[src/rtl/serial_sub_pkg.sv]
// Shared types and defaults for the digit-serial subtractor.
// FSM state encoding plus default operand and digit widths.
package serial_sub_pkg;

  typedef enum logic [1:0] {
    IDLE = 2'd0,
    RUN  = 2'd1,
    DONE = 2'd2
  } state_t;

  localparam int DEF_WIDTH = 8;
  localparam int DEF_DIGIT = 1;

endpackage

[src/rtl/digit_subtractor.sv]
// Combinational W-bit ripple-borrow slice.
// Chain of full-subtractor cells, LSB first.
module digit_subtractor
  import serial_sub_pkg::*;
#(
  parameter int W = DEF_DIGIT
) (
  input  logic [W-1:0] a,
  input  logic [W-1:0] b,
  input  logic         bi,
  output logic [W-1:0] diff,
  output logic         bo
);

  logic [W:0] br;

  assign br[0] = bi;

  for (genvar i = 0; i < W; i++) begin : g_cell
    assign diff[i]  = a[i] ^ b[i] ^ br[i];
    assign br[i+1]  = (~a[i] & b[i]) | (~(a[i] ^ b[i]) & br[i]);
  end

  assign bo = br[W];

endmodule

[src/rtl/serial_subtractor.sv]
// Digit-serial x - y - bin with valid/ready handshakes.
// Optional overflow port: SERIAL_SUBTRACTOR_OVERFLOW_EN.
module serial_subtractor
  import serial_sub_pkg::*;
#(
  parameter int WIDTH = DEF_WIDTH,
  parameter int DIGIT = DEF_DIGIT
) (
  input  logic             clk,
  input  logic             rst,
  input  logic             in_valid,
  output logic             in_ready,
  input  logic [WIDTH-1:0] x,
  input  logic [WIDTH-1:0] y,
  input  logic             bin,
  output logic             out_valid,
  input  logic             out_ready,
  output logic [WIDTH-1:0] d,
  output logic             bout,
`ifdef SERIAL_SUBTRACTOR_OVERFLOW_EN
  output logic             overflow,
`endif
  output logic             busy
);

  localparam int NSTEP = (DIGIT > 0) ? WIDTH / DIGIT : 1;
  localparam int CW    = (NSTEP > 1) ? $clog2(NSTEP) : 1;
  localparam logic [CW-1:0] LAST = CW'(NSTEP - 1);

  if (DIGIT < 1) begin : g_bad_digit
    $error("serial_subtractor: DIGIT must be >= 1");
  end else if ((WIDTH % DIGIT) != 0) begin : g_bad_width
    $error("serial_subtractor: WIDTH must be a multiple of DIGIT");
  end

  state_t            state_q, state_d;
  logic [CW-1:0]     cnt_q, cnt_d;
  logic [WIDTH-1:0]  x_q, x_d;
  logic [WIDTH-1:0]  y_q, y_d;
  logic              brw_q, brw_d;
  logic [WIDTH-1:0]  acc_q, acc_d;
  logic [WIDTH-1:0]  d_q, d_d;
  logic              bout_q, bout_d;
  logic [WIDTH-1:0]  res;
  logic [DIGIT-1:0]  s_diff;
  logic              s_bo;
  int                idx;

  assign idx = int'(cnt_q) * DIGIT;

  digit_subtractor #(
    .W (DIGIT)
  ) u_slice (
    .a    (x_q[idx +: DIGIT]),
    .b    (y_q[idx +: DIGIT]),
    .bi   (brw_q),
    .diff (s_diff),
    .bo   (s_bo)
  );

  always_comb begin
    state_d = state_q;
    cnt_d   = cnt_q;
    x_d     = x_q;
    y_d     = y_q;
    brw_d   = brw_q;
    acc_d   = acc_q;
    d_d     = d_q;
    bout_d  = bout_q;
    res     = acc_q;
    res[idx +: DIGIT] = s_diff;
    unique case (1'b1)
      state_q == IDLE: begin
        if (in_valid) begin
          state_d = RUN;
          cnt_d   = '0;
          x_d     = x;
          y_d     = y;
          brw_d   = bin;
        end
      end
      state_q == RUN: begin
        acc_d = res;
        brw_d = s_bo;
        cnt_d = cnt_q + CW'(1);
        if (cnt_q == LAST) begin
          state_d = DONE;
          d_d     = res;
          bout_d  = s_bo;
        end
      end
      state_q == DONE: begin
        if (out_ready) state_d = IDLE;
      end
      default: state_d = IDLE;
    endcase
  end

  always_ff @(posedge clk or posedge rst) begin
    if (rst) begin
      state_q <= IDLE;
      cnt_q   <= '0;
      x_q     <= '0;
      y_q     <= '0;
      brw_q   <= 1'b0;
      acc_q   <= '0;
      d_q     <= '0;
      bout_q  <= 1'b0;
    end else begin
      state_q <= state_d;
      cnt_q   <= cnt_d;
      x_q     <= x_d;
      y_q     <= y_d;
      brw_q   <= brw_d;
      acc_q   <= acc_d;
      d_q     <= d_d;
      bout_q  <= bout_d;
    end
  end

`ifdef SERIAL_SUBTRACTOR_OVERFLOW_EN
  logic ovf_q, ovf_d;

  // Same as borrow-into-MSB ^ bout: operand signs differ and result sign flips.
  always_comb begin
    ovf_d = ovf_q;
    if (state_q == RUN && cnt_q == LAST)
      ovf_d = (x_q[WIDTH-1] ^ y_q[WIDTH-1]) & (x_q[WIDTH-1] ^ res[WIDTH-1]);
  end

  always_ff @(posedge clk or posedge rst) begin
    if (rst) ovf_q <= 1'b0;
    else     ovf_q <= ovf_d;
  end

  assign overflow = ovf_q;
`endif

  assign in_ready  = (state_q == IDLE);
  assign out_valid = (state_q == DONE);
  assign busy      = (state_q != IDLE);
  assign d         = d_q;
  assign bout      = bout_q;

endmodule

[config.mk]
export PLATFORM = sky130hd
export DESIGN_NAME = serial_subtractor
export DESIGN_NICKNAME = d
export VERILOG_FILES = /design/src/rtl/serial_sub_pkg.sv /design/src/rtl/digit_subtractor.sv /design/src/rtl/serial_subtractor.sv
export SDC_FILE = /design/constraint.sdc
export NUM_CORES = 1
export LEC_CHECK = 0
export ABC_CLOCK_PERIOD_IN_PS = 4250
export CORE_ASPECT_RATIO = 0.75
export CORE_MARGIN = 10
export CORE_UTILIZATION = 57
export DETAILED_ROUTE_END_ITERATION = 8
export GPL_TIMING_DRIVEN = 1
export PLACE_DENSITY = 0.84
export SYNTH_ARGS = -nofsm -noshare
export SYNTH_HDL_FRONTEND = slang
export SYNTH_HIERARCHICAL = 1
export SYNTH_SLANG_ARGS = --single-unit
[constraint.sdc]
create_clock -name clk -period 4.25 [get_ports clk]
set_input_delay 0.85 -clock clk [delete_from_list [all_inputs] [get_ports clk]]
set_output_delay 0.85 -clock clk [all_outputs]
set_load 0.02 [all_outputs]
# --- Yosys cells after proc, flatten, opt, wreduce, memory -nomap -nowiden ---
# Index checks and enable logic that the tools add are counted.
classes:
  bitwise_logic: 7
  div_mod_pow: 0
  add_sub_neg: 2
  n_reduce_logical: 7
  muxes: 9
  n_eq_ne: 6
  multipliers: 0
  magnitude_cmp: 0
  shift: 4
ops:
  columns: ["cell", "n"]
  rows:
  - ["$neg 3->33", 1]
  - ["$shift 1x33->8 const A", 1]
  - ["$shiftx 1x33->8", 1]
  - ["$shiftx 8x4->1", 2]
  - ["$bwmux 8", 1]
  - ["$mux 2", 3]
  - ["$pmux 2 s3", 1]
  - ["$pmux 3 s2", 1]
  - ["$reduce_and 2->1", 3]
  - ["$ne 2x1->1 const B", 2]
  - ["$reduce_bool 2->1", 2]
  - ["$add 3x1->3 const B", 1]
  - ["$eq 3x3->1 const B", 1]
  - ["$mux 3", 1]
  - ["$reduce_and 3->1", 1]
  - ["$and 1x1->1", 2]
  - ["$eq 2x1->1 const B", 1]
  - ["$eq 2x2->1 const B", 1]
  - ["$logic_not 2->1", 1]
  - ["$ne 2x2->1 const B", 1]
  - ["$not 1->1", 2]
  - ["$pmux 1 s2", 1]
  - ["$xor 1x1->1", 2]
  - ["$mux 1", 1]
  - ["$or 1x1->1", 1]
totals:
  regBits: 39
  output_inout_bits: 12
  ram_bits: 0
  memories: 0
  latchBits: 0
  rom_bits: 0
  elab_cells: 43

# --- Logic depth before layout (Yosys ltp) ---
# Gate-level depths: netlist of the first run.
depth:
  depth_word: 6
  depth_mapped: 9

# --- Modules after synthesis ---
# The synthesis of the first run kept the hierarchy.
modules_own_cells:
  columns: ["module", "area_per_inst_um2", "n_inst", "seq_area_each_um2", "cells_per_inst"]
  rows:
  - ["serial_subtractor", 2052.0, 1, 975.9, 174]
  - ["digit_subtractor", 31.3, 1, 0.0, 4]

# --- Worst setup path before layout of the first run ---
# No wires, ideal clock.
synth_timing:
  path_type: "register to register"
  from: "register cnt_q[0]"
  to: "register d_q[2] (netlist: d[2])"
  stages_incl_launch_ff: 9
  setup_ps: 82
  arrival_ps: 2385
  required_ps: 4168
  setup_slack_ps: 1783
  path_cell_list: "dfrtp_1 > buf_2 > mux4_2 > nand2_1 > nand2_1 > fa_1 > nor4bb_1 > nand3_1 > a31oi_1"
synth_between:
  elab_chain_cells: 5
synth_rtl:
  columns: ["item", "line_no", "source"]
  rows:
  - ["start, declared", "serial_subtractor.sv:37", "logic [CW-1:0] cnt_q, cnt_d;"]
  - ["start signal, assigned", "serial_subtractor.sv:111", "cnt_q <= cnt_d;"]
  - ["$shiftx 8x4->1, on equally long branches", "serial_subtractor.sv:54, serial_subtractor.sv:55", null]
  - ["$xor 1x1->1 (*) (2 in series)", "digit_subtractor.sv:20", "assign diff[i] = a[i] ^ b[i] ^ br[i];"]
  - ["named net s_diff", "serial_subtractor.sv:45", "logic [DIGIT-1:0] s_diff;"]
  - ["$shiftx 1x33->8 (*)", "serial_subtractor.sv:71", "res[idx +: DIGIT] = s_diff;"]
  - ["$bwmux 8 (*)", "serial_subtractor.sv:71", null]
  - ["end signal, assigned", "serial_subtractor.sv:107", "d_q <= '0;"]
  - ["end signal, assigned", "serial_subtractor.sv:116", "d_q <= d_d;"]
  - ["end, declared", "serial_subtractor.sv:42", "logic [WIDTH-1:0] d_q, d_d;"]
# The timed path passes the listed nets; every way through them passes the cells marked *.
# A chain may end at the register's enable or synchronous reset.

# --- Worst setup path after layout of the first run ---
# Same ends and word-level chain as after synthesis.

==> summary.txt, run 1 <==
Final layout
  • Final net count: 232
  • Antenna Cells: 0
  • Share of layout cells above drive strength 1: 0.228
  • Area growth from synthesis to layout: 20.2%
  • Fillers: 219

Critical path
  • Slowest cell delay on critical path: 0.84 ns
  • R2R Setup Slk: 1.0 ns
  • R2r startpoint: cnt_q[0]
  • WP data required: 4.47 ns
  • Crit end category: register
  • Worst Path Max Fanout: 21
  • Capturing point of the worst reg2reg path: d[2]
  • Slowest-stage cell, CP: dfrtp_1
  • Crit-path most repeated cell: nand2_1
  • Worst setup path start: cnt_q[0]
  • CP arrival: 3.47 ns
  • CP cell instances: mux4_2, nand2_1, nand2_1, fa_1, nor4bb_1, nand3_1, a31oi_1
  • Critical path type: reg2reg
  • R2R depth: 7
  • Startpoint types: register

Detailed routing
  • Starting DRT DRC Count: 133
  • Routed vias: 1451
  • Vias per Instance: 5.67
  • DRT Wirelength: 4.43 mm
  • DRC viols: 0
  • Wire per inst: 17.3 um
  • TritonRoute pass-1 iters: 4
  • DRT antenna net count: 0

Synth
  • Synthesized area per cell: 11.7 um2
  • Synth top area cells: dfrtp_1, mux2_2, mux2_4, mux4_2, nand2_1
  • Ys async rst share: 1.00
  • Register area share after synthesis: 0.468
  • Top_reg_cell synth: dfrtp_1
  • Post-Syn Instances: 178
  • Post-synth cell types: 43
  • EDFF count, synth: 0
  • Top-area cell type share of the netlist area: 0.468
  • Synth Cell Area: 2080 um2
  • Area leader, netlist: dfrtp_1
  • Post-Syn Nets: 205
  • Synth top cells by count: dfrtp_1, nand2_1, mux2_2
  • Count of state elements after synthesis: 39
  • Synth Warn #: 6
  • Top-count cell post-synth: dfrtp_1

Die
  • Die height: 72.4 um
  • I/O pins: 33
  • Die Area: 6500 um2
  • Num rows: 18
  • Core box area: 3400 um2
  • Die X: 89.8 um
  • Starting density of the core: 0.613

Run
  • Maxcap violations: 0

STA
  • Tmin final: 3.25 ns
  • Setup tns final: 0 ns
  • Setup violations, final: 0
  • Rel. slew slack: 0.495
  • Worst Clk Skew: 0.00936 ns
  • Hold WS: 0.503 ns
  • RSZ-0062 raised after global routing: false
  • Final hold vios: 0
  • Max Freq: 308 MHz
  • Final Slew Violations: 0
  • Final critical-path share of the clock period: 0.765
  • Least-Margin Pin Slew: 0.758 ns

CTS
  • Clock-pin slew on the worst setup and hold paths: 0.08 ns
  • Hold bufs inserted after CTS: 0
  • Worst-skew pair later-pin latency: 0.30 ns
  • Number of H-tree levels: 2
  • Post-CTS setup buffers: 0
  • CTS buffer count: 5
  • Post_cts resized: 0
  • CTS root buf: clkbuf_8
  • # clock sinks: 39
  • CTS max path bufs: 2
  • TritonCTS clock tree: yes

Place
  • DPL Wire Length: 3.17 mm
  • Gpl congestion: 0.832
  • IO Port Bufs: 32

GRT
  • Largest net degree at the start of global routing: 40
  • Total global-route track usage: 0.142
  • Grt ovf: 0
  • First-pass GRT wire length: 7.64 mm
  • Initial antenna violation count: 0
  • Vias in the first global route: 1557

Run status
  • Status: completed

Power
  • Pwr Density: 882 nW/um2
  • Leakage power: 1.09 nW
  • Peak supply drop: 502 uV

Min path
  • Worst Hold Path EP: bout
  • Hold crit path type: reg2reg
  • Min-delay src: bout
  • Worst Hold Depth: 2
[cells in the final DEF (no fill, tap or decap), types with 2 or more instances in the layout]
master,instances
clkdlybuf4s50_1,32
mux4_2,4
inv_1,10
mux2_2,14
mux2i_1,2
a21oi_1,2
o41ai_1,3
nand3_1,6
nand2b_1,2
clkbuf_8,6
o21ai_0,4
ha_1,5
mux2_4,10
and4bb_2,2
dfrtp_1,39
o31ai_1,2
nand2_1,17
a31oi_1,5
a22o_1,2
nor2b_1,4
nand4_1,5
nor2_1,9
[metrics by stage]
stage	util	worst slack, ns	std cells	power, mW	instance area [um2]
2_1_floorplan	-	1.78	178	1.59	2080
3_3_place_gp	0.702	1.22	248	1.81	2390
3_5_place_dp	0.702	1.06	248	1.88	2390
4_1_cts	0.737	1.02	256	2.21	2500
5_1_grt	0.737	0.769	256	2.37	2500
6_report	0.737	1.00	256	2.21	2500
[how the worst max path moves through the flow]
stage | slack (ns) | end
global route | 0.77 | d[4]
CTS | 1.02 | d[2]
finish | 1.0 | d[2]
detailed placement | 1.06 | d[2]
floorplan | 1.78 | d[2]
global placement | 1.22 | d[2]
[critical path, delay by kind of cell, from the launching register on]
kind	cells	cell delay, ns
AND/OR/NAND/NOR	4	0.73
flip-flops	1	0.84
multiplexers	1	0.58
adder cells (fa/ha/maj)	1	0.84
AO/OA/AOI/OAI	1	0.17
[metal layers]
metal | track usage | wire [um] | vias up
li1 | - | - | 685
met1 | 0.179 | 1980 | 693
met2 | 0.219 | 2000 | 60
met3 | 0.0524 | 355 | 13
met4 | 0.0555 | 90 | 0
met5 | 0 | 0 | -
[cells by family (layout without fill, tap and decap cells)]
kind of cell	after synthesis	in the layout	share of synthesized area
AND/OR/NAND/NOR	56	56	0.152
flip-flops	39	39	0.468
multiplexers	30	30	0.201
buffers and inverters	24	52	0.0613
AO/OA/AOI/OAI	23	23	0.0781
adder cells (fa/ha/maj)	6	6	0.0396
[sequential cells by signal, summed over array words and instances, names as in the netlist]
signal	flops
acc_q	8
x_q	8
bout	1
d	8
brw_q	1
cnt_q	3
state_q	2
y_q	8
[layout make-up]
cell class                 count  area [um2]  share of cell area
multi-input combinational    115         980               0.391
inverter                      11        41.3              0.0165
clock inverter                 2        35.0              0.0140
tap                           50        62.6              0.0250
timing repair buffer          33         328               0.131
sequential                    39         976               0.390
clock buffer                   6        82.6              0.0330
[where the power goes]
part	total [mW]	internal (mW)	switching (mW)
Combinational	1.17	0.571	0.602
Sequential	0.715	0.554	0.161
Clock	0.321	0.190	0.131
Power figures use the tool's default switching activity.
==> inputs of run 2 (changes only) <==
Settings changed: ABC_CLOCK_PERIOD_IN_PS 4250 to 3100, CORE_UTILIZATION 57 to 53, PLACE_DENSITY 0.84 to 0.79.
Clock period 4.25 ns to 3.1 ns, I/O delays scaled along.
==> run 2 against run 1 <==
Effect of this change:
- routed wire length fell by 4.1%
- critical path type unchanged
- sequential share of layout area rose by 0.25 points
- first-iteration DRC count fell by 29%
- register-to-register slack got worse by 0.54 ns
- fmax rose by 23%
- critical path depth did not move
- worst hold slack got worse by 0.011 ns
- global-route usage fell by 0.50 points
- sequential power rose by 34%
- clock power rose by 2%
==> summary.txt, run 2 (synthesis gave the netlist of run 1 again) <==
Run status
  • Status: completed

Place
  • Area after DPL: 2400 um2 (+0.73%)
  • Inst Count DP: 252 (+1.6%)
  • Gpl congestion: 0.840 (+0.94%)
  • DPL Wire Length: 3.19 mm (+0.60%)
  • IO Port Bufs: 32 (unchanged)

CTS
  • CTS max path bufs: 2 (unchanged)
  • Hold bufs inserted after CTS: 0 (unchanged)
  • CTS root buf: clkbuf_8
  • TritonCTS clock tree: yes
  • # clock sinks: 39 (unchanged)
  • Post_cts resized: 0 (unchanged)
  • CTS buffer count: 5 (unchanged)
  • Worst-skew pair later-pin latency: 0.30 ns (about the same)
  • Number of H-tree levels: 2 (unchanged)
  • Post-CTS setup buffers: 0 (unchanged)
  • Clock-pin slew on the worst setup and hold paths: 0.07 ns (about the same)

Critical path
  • WP buf/inv: 0 (unchanged)
  • CP arrival: 2.85 ns (-0.62 ns)
  • Worst setup path start: cnt_q[0]
  • R2r startpoint: cnt_q[0]
  • CP cell instances: mux4_2, nand2_1, nand2_1, fa_1, nor4bb_1, a31oi_1, a21oi_1
  • Startpoint types: register
  • WP data required: 3.31 ns (-1.16 ns)
  • Slowest cell delay on critical path: 0.62 ns (-0.22 ns)
  • Delay-heaviest family, CP: flip-flops
  • Slowest-stage cell, CP: dfrtp_1
  • Worst Path Max Fanout: 12 (-43%)
  • Crit-path most repeated cell: nand2_1
  • CP Depth: 7 (unchanged)
  • Critical path type: reg2reg
  • R2R depth: 7 (unchanged)
  • Crit end category: register

GRT
  • Initial antenna violation count: 0 (unchanged)
  • First-pass GRT wire length: 7.45 mm (-2.5%)
  • Vias in the first global route: 1484 (-4.7%)
  • Largest net degree at the start of global routing: 40 (unchanged)
  • Grt ovf: 0 (unchanged)
  • Total global-route track usage: 0.137 (-0.00495)

STA
  • Worst Clk Skew: 0.00508 ns (-0.00427 ns)
  • Final critical-path share of the clock period: 0.852 (+0.0867)
  • Least-Margin Pin Slew: 0.481 ns (-0.277 ns)
  • Final Slew Violations: 0 (unchanged)
  • Max Freq: 379 MHz (+23%)
  • Rel. slew slack: 0.680 (+0.185)
  • RSZ-0062 raised after global routing: false
  • Setup violations, final: 0 (unchanged)
  • Setup tns final: 0 ns (unchanged)
  • Final hold vios: 0 (unchanged)
  • Tmin final: 2.64 ns (-0.611 ns)

Final layout
  • Antenna Cells: 0 (unchanged)
  • Area growth from synthesis to layout: 19.5%
  • Final net count: 234 (+0.86%)
  • Core Util, Final: 0.667 (-0.0698)
  • Most frequent cells in the layout: dfrtp_1, clkdlybuf4s50_1, nand2_1
  • Share of layout cells above drive strength 1: 0.236 (+0.00742)
  • Commonest non-fill, non-tap cell in the layout: dfrtp_1
  • Fillers: 318 (+45%)
  • Final instance area: 2490 um2 (-0.65%)
  • Final Non-Filler Cells: 260 (+1.6%)

Detailed routing
  • DRC viols: 0 (unchanged)
  • Routed vias: 1438 (-0.90%)
  • DRT Wirelength: 4.25 mm (-4.1%)
  • DRT antenna net count: 0 (unchanged)
  • Wire per inst: 16.3 um (-5.6%)
  • Met2 routed WL: 1.91 mm (-4.4%)
  • Vias per Instance: 5.53 (-2.4%)
  • M1 wire length: 2.03 mm (+2.6%)
  • TritonRoute pass-1 iters: 4 (unchanged)
  • Max Used Layer: met4
  • Wire length on met3: 228 um (-36%)
  • Starting DRT DRC Count: 94 (-29%)

Die
  • Core box area: 3730 um2 (+9.7%)
  • Die height: 74.3 um (+2.7%)
  • Die Area: 6860 um2 (+5.6%)
  • Die X: 92.4 um (+2.9%)
  • Starting density of the core: 0.558 (-0.0544)
  • Num rows: 19 (+1)
  • I/O pins: 33 (unchanged)

Power
  • P_int: 1.73 mW (+32%)
  • Switching share of power: 0.411 (+0.00585)
  • Comb pwr share: 0.563 (+0.032)
  • Peak supply drop: 624 uV (+24%)
  • Flop pwr share: 0.325 (+0.002)
  • Pwr Density: 1180 nW/um2 (+34%)
  • Psw: 1.21 mW (+35%)
  • Leakage power: 1.09 nW (-0.35%)
  • Clock Power Share: 0.112 (-0.033)
  • Final Power: 2.94 mW (+33%)

Min path
  • Hold crit path type: reg2reg
  • Min-delay src: d[1]
  • Worst Hold Depth: 2 (unchanged)

Run
  • Maxcap violations: 0 (unchanged)
-- run 2: cell count changes in the layout (fill, tap and decap cells not counted), sizes merged --
cell and change:
buf +2, clkinv +2, clkbuf -1, bufinv -1
-- run 2: layout make-up --
class                   instances  area [um2]  share of cell area
repair buffers                 35         343               0.138
clock buffers                   5        68.8              0.0277
flip-flops and latches         39         976               0.392
well taps                      52        65.1              0.0261
inverters                      11        41.3              0.0166
clock inverters                 3        15.0             0.00603
multi-input cells             115         980               0.394
-- run 2: metrics by stage --
| stage | hold WS [ns] | setup slack [ns] |
|---|---|---|
| 6_report | 0.492 | 0.460 |
| 2_1_floorplan | 0.450 | 0.633 |
| 3_3_place_gp | 0.466 | 0.551 |
| 3_5_place_dp | 0.489 | 0.468 |
| 5_1_grt | 0.531 | 0.221 |
| 4_1_cts | 0.501 | 0.439 |
-- run 2: path summary, 6_finish.rpt --
| kind | endpoint | slack, ns |
|---|---|---|
| setup / recovery | d[4] | 0.46 |
| hold / removal | d[1] | 0.49 |
| setup reg to reg | d[4] | 0.46 |
| hold reg to reg | d[1] | 0.49 |
| max in group asynchronous | x_q[5] | 2.02 |
| min in group asynchronous | y_q[7] | 0.74 |
-- run 2: tightest hold or removal path, stage by stage, from the launching register on --
cell	delay [ns]
dfrtp_1	0.35
nand2_1	0.05
o21ai_0	0.06
-- run 2: power groups by stage --
stage	Clock [mW]	Combinational, mW	Sequential, mW
after floorplan	0	1.23	0.941
after global placement	0	1.59	0.956
after detailed placement	0	1.65	0.969
after CTS	0.338	1.66	0.960
after global routing	0.361	1.82	0.998
final	0.328	1.65	0.955
-- run 2: routing by layer --
layer	vias up	global-route usage
li1	685	-
met1	710	0.174
met2	36	0.215
met3	7	0.0412
met4	0	0.0614
met5	-	0
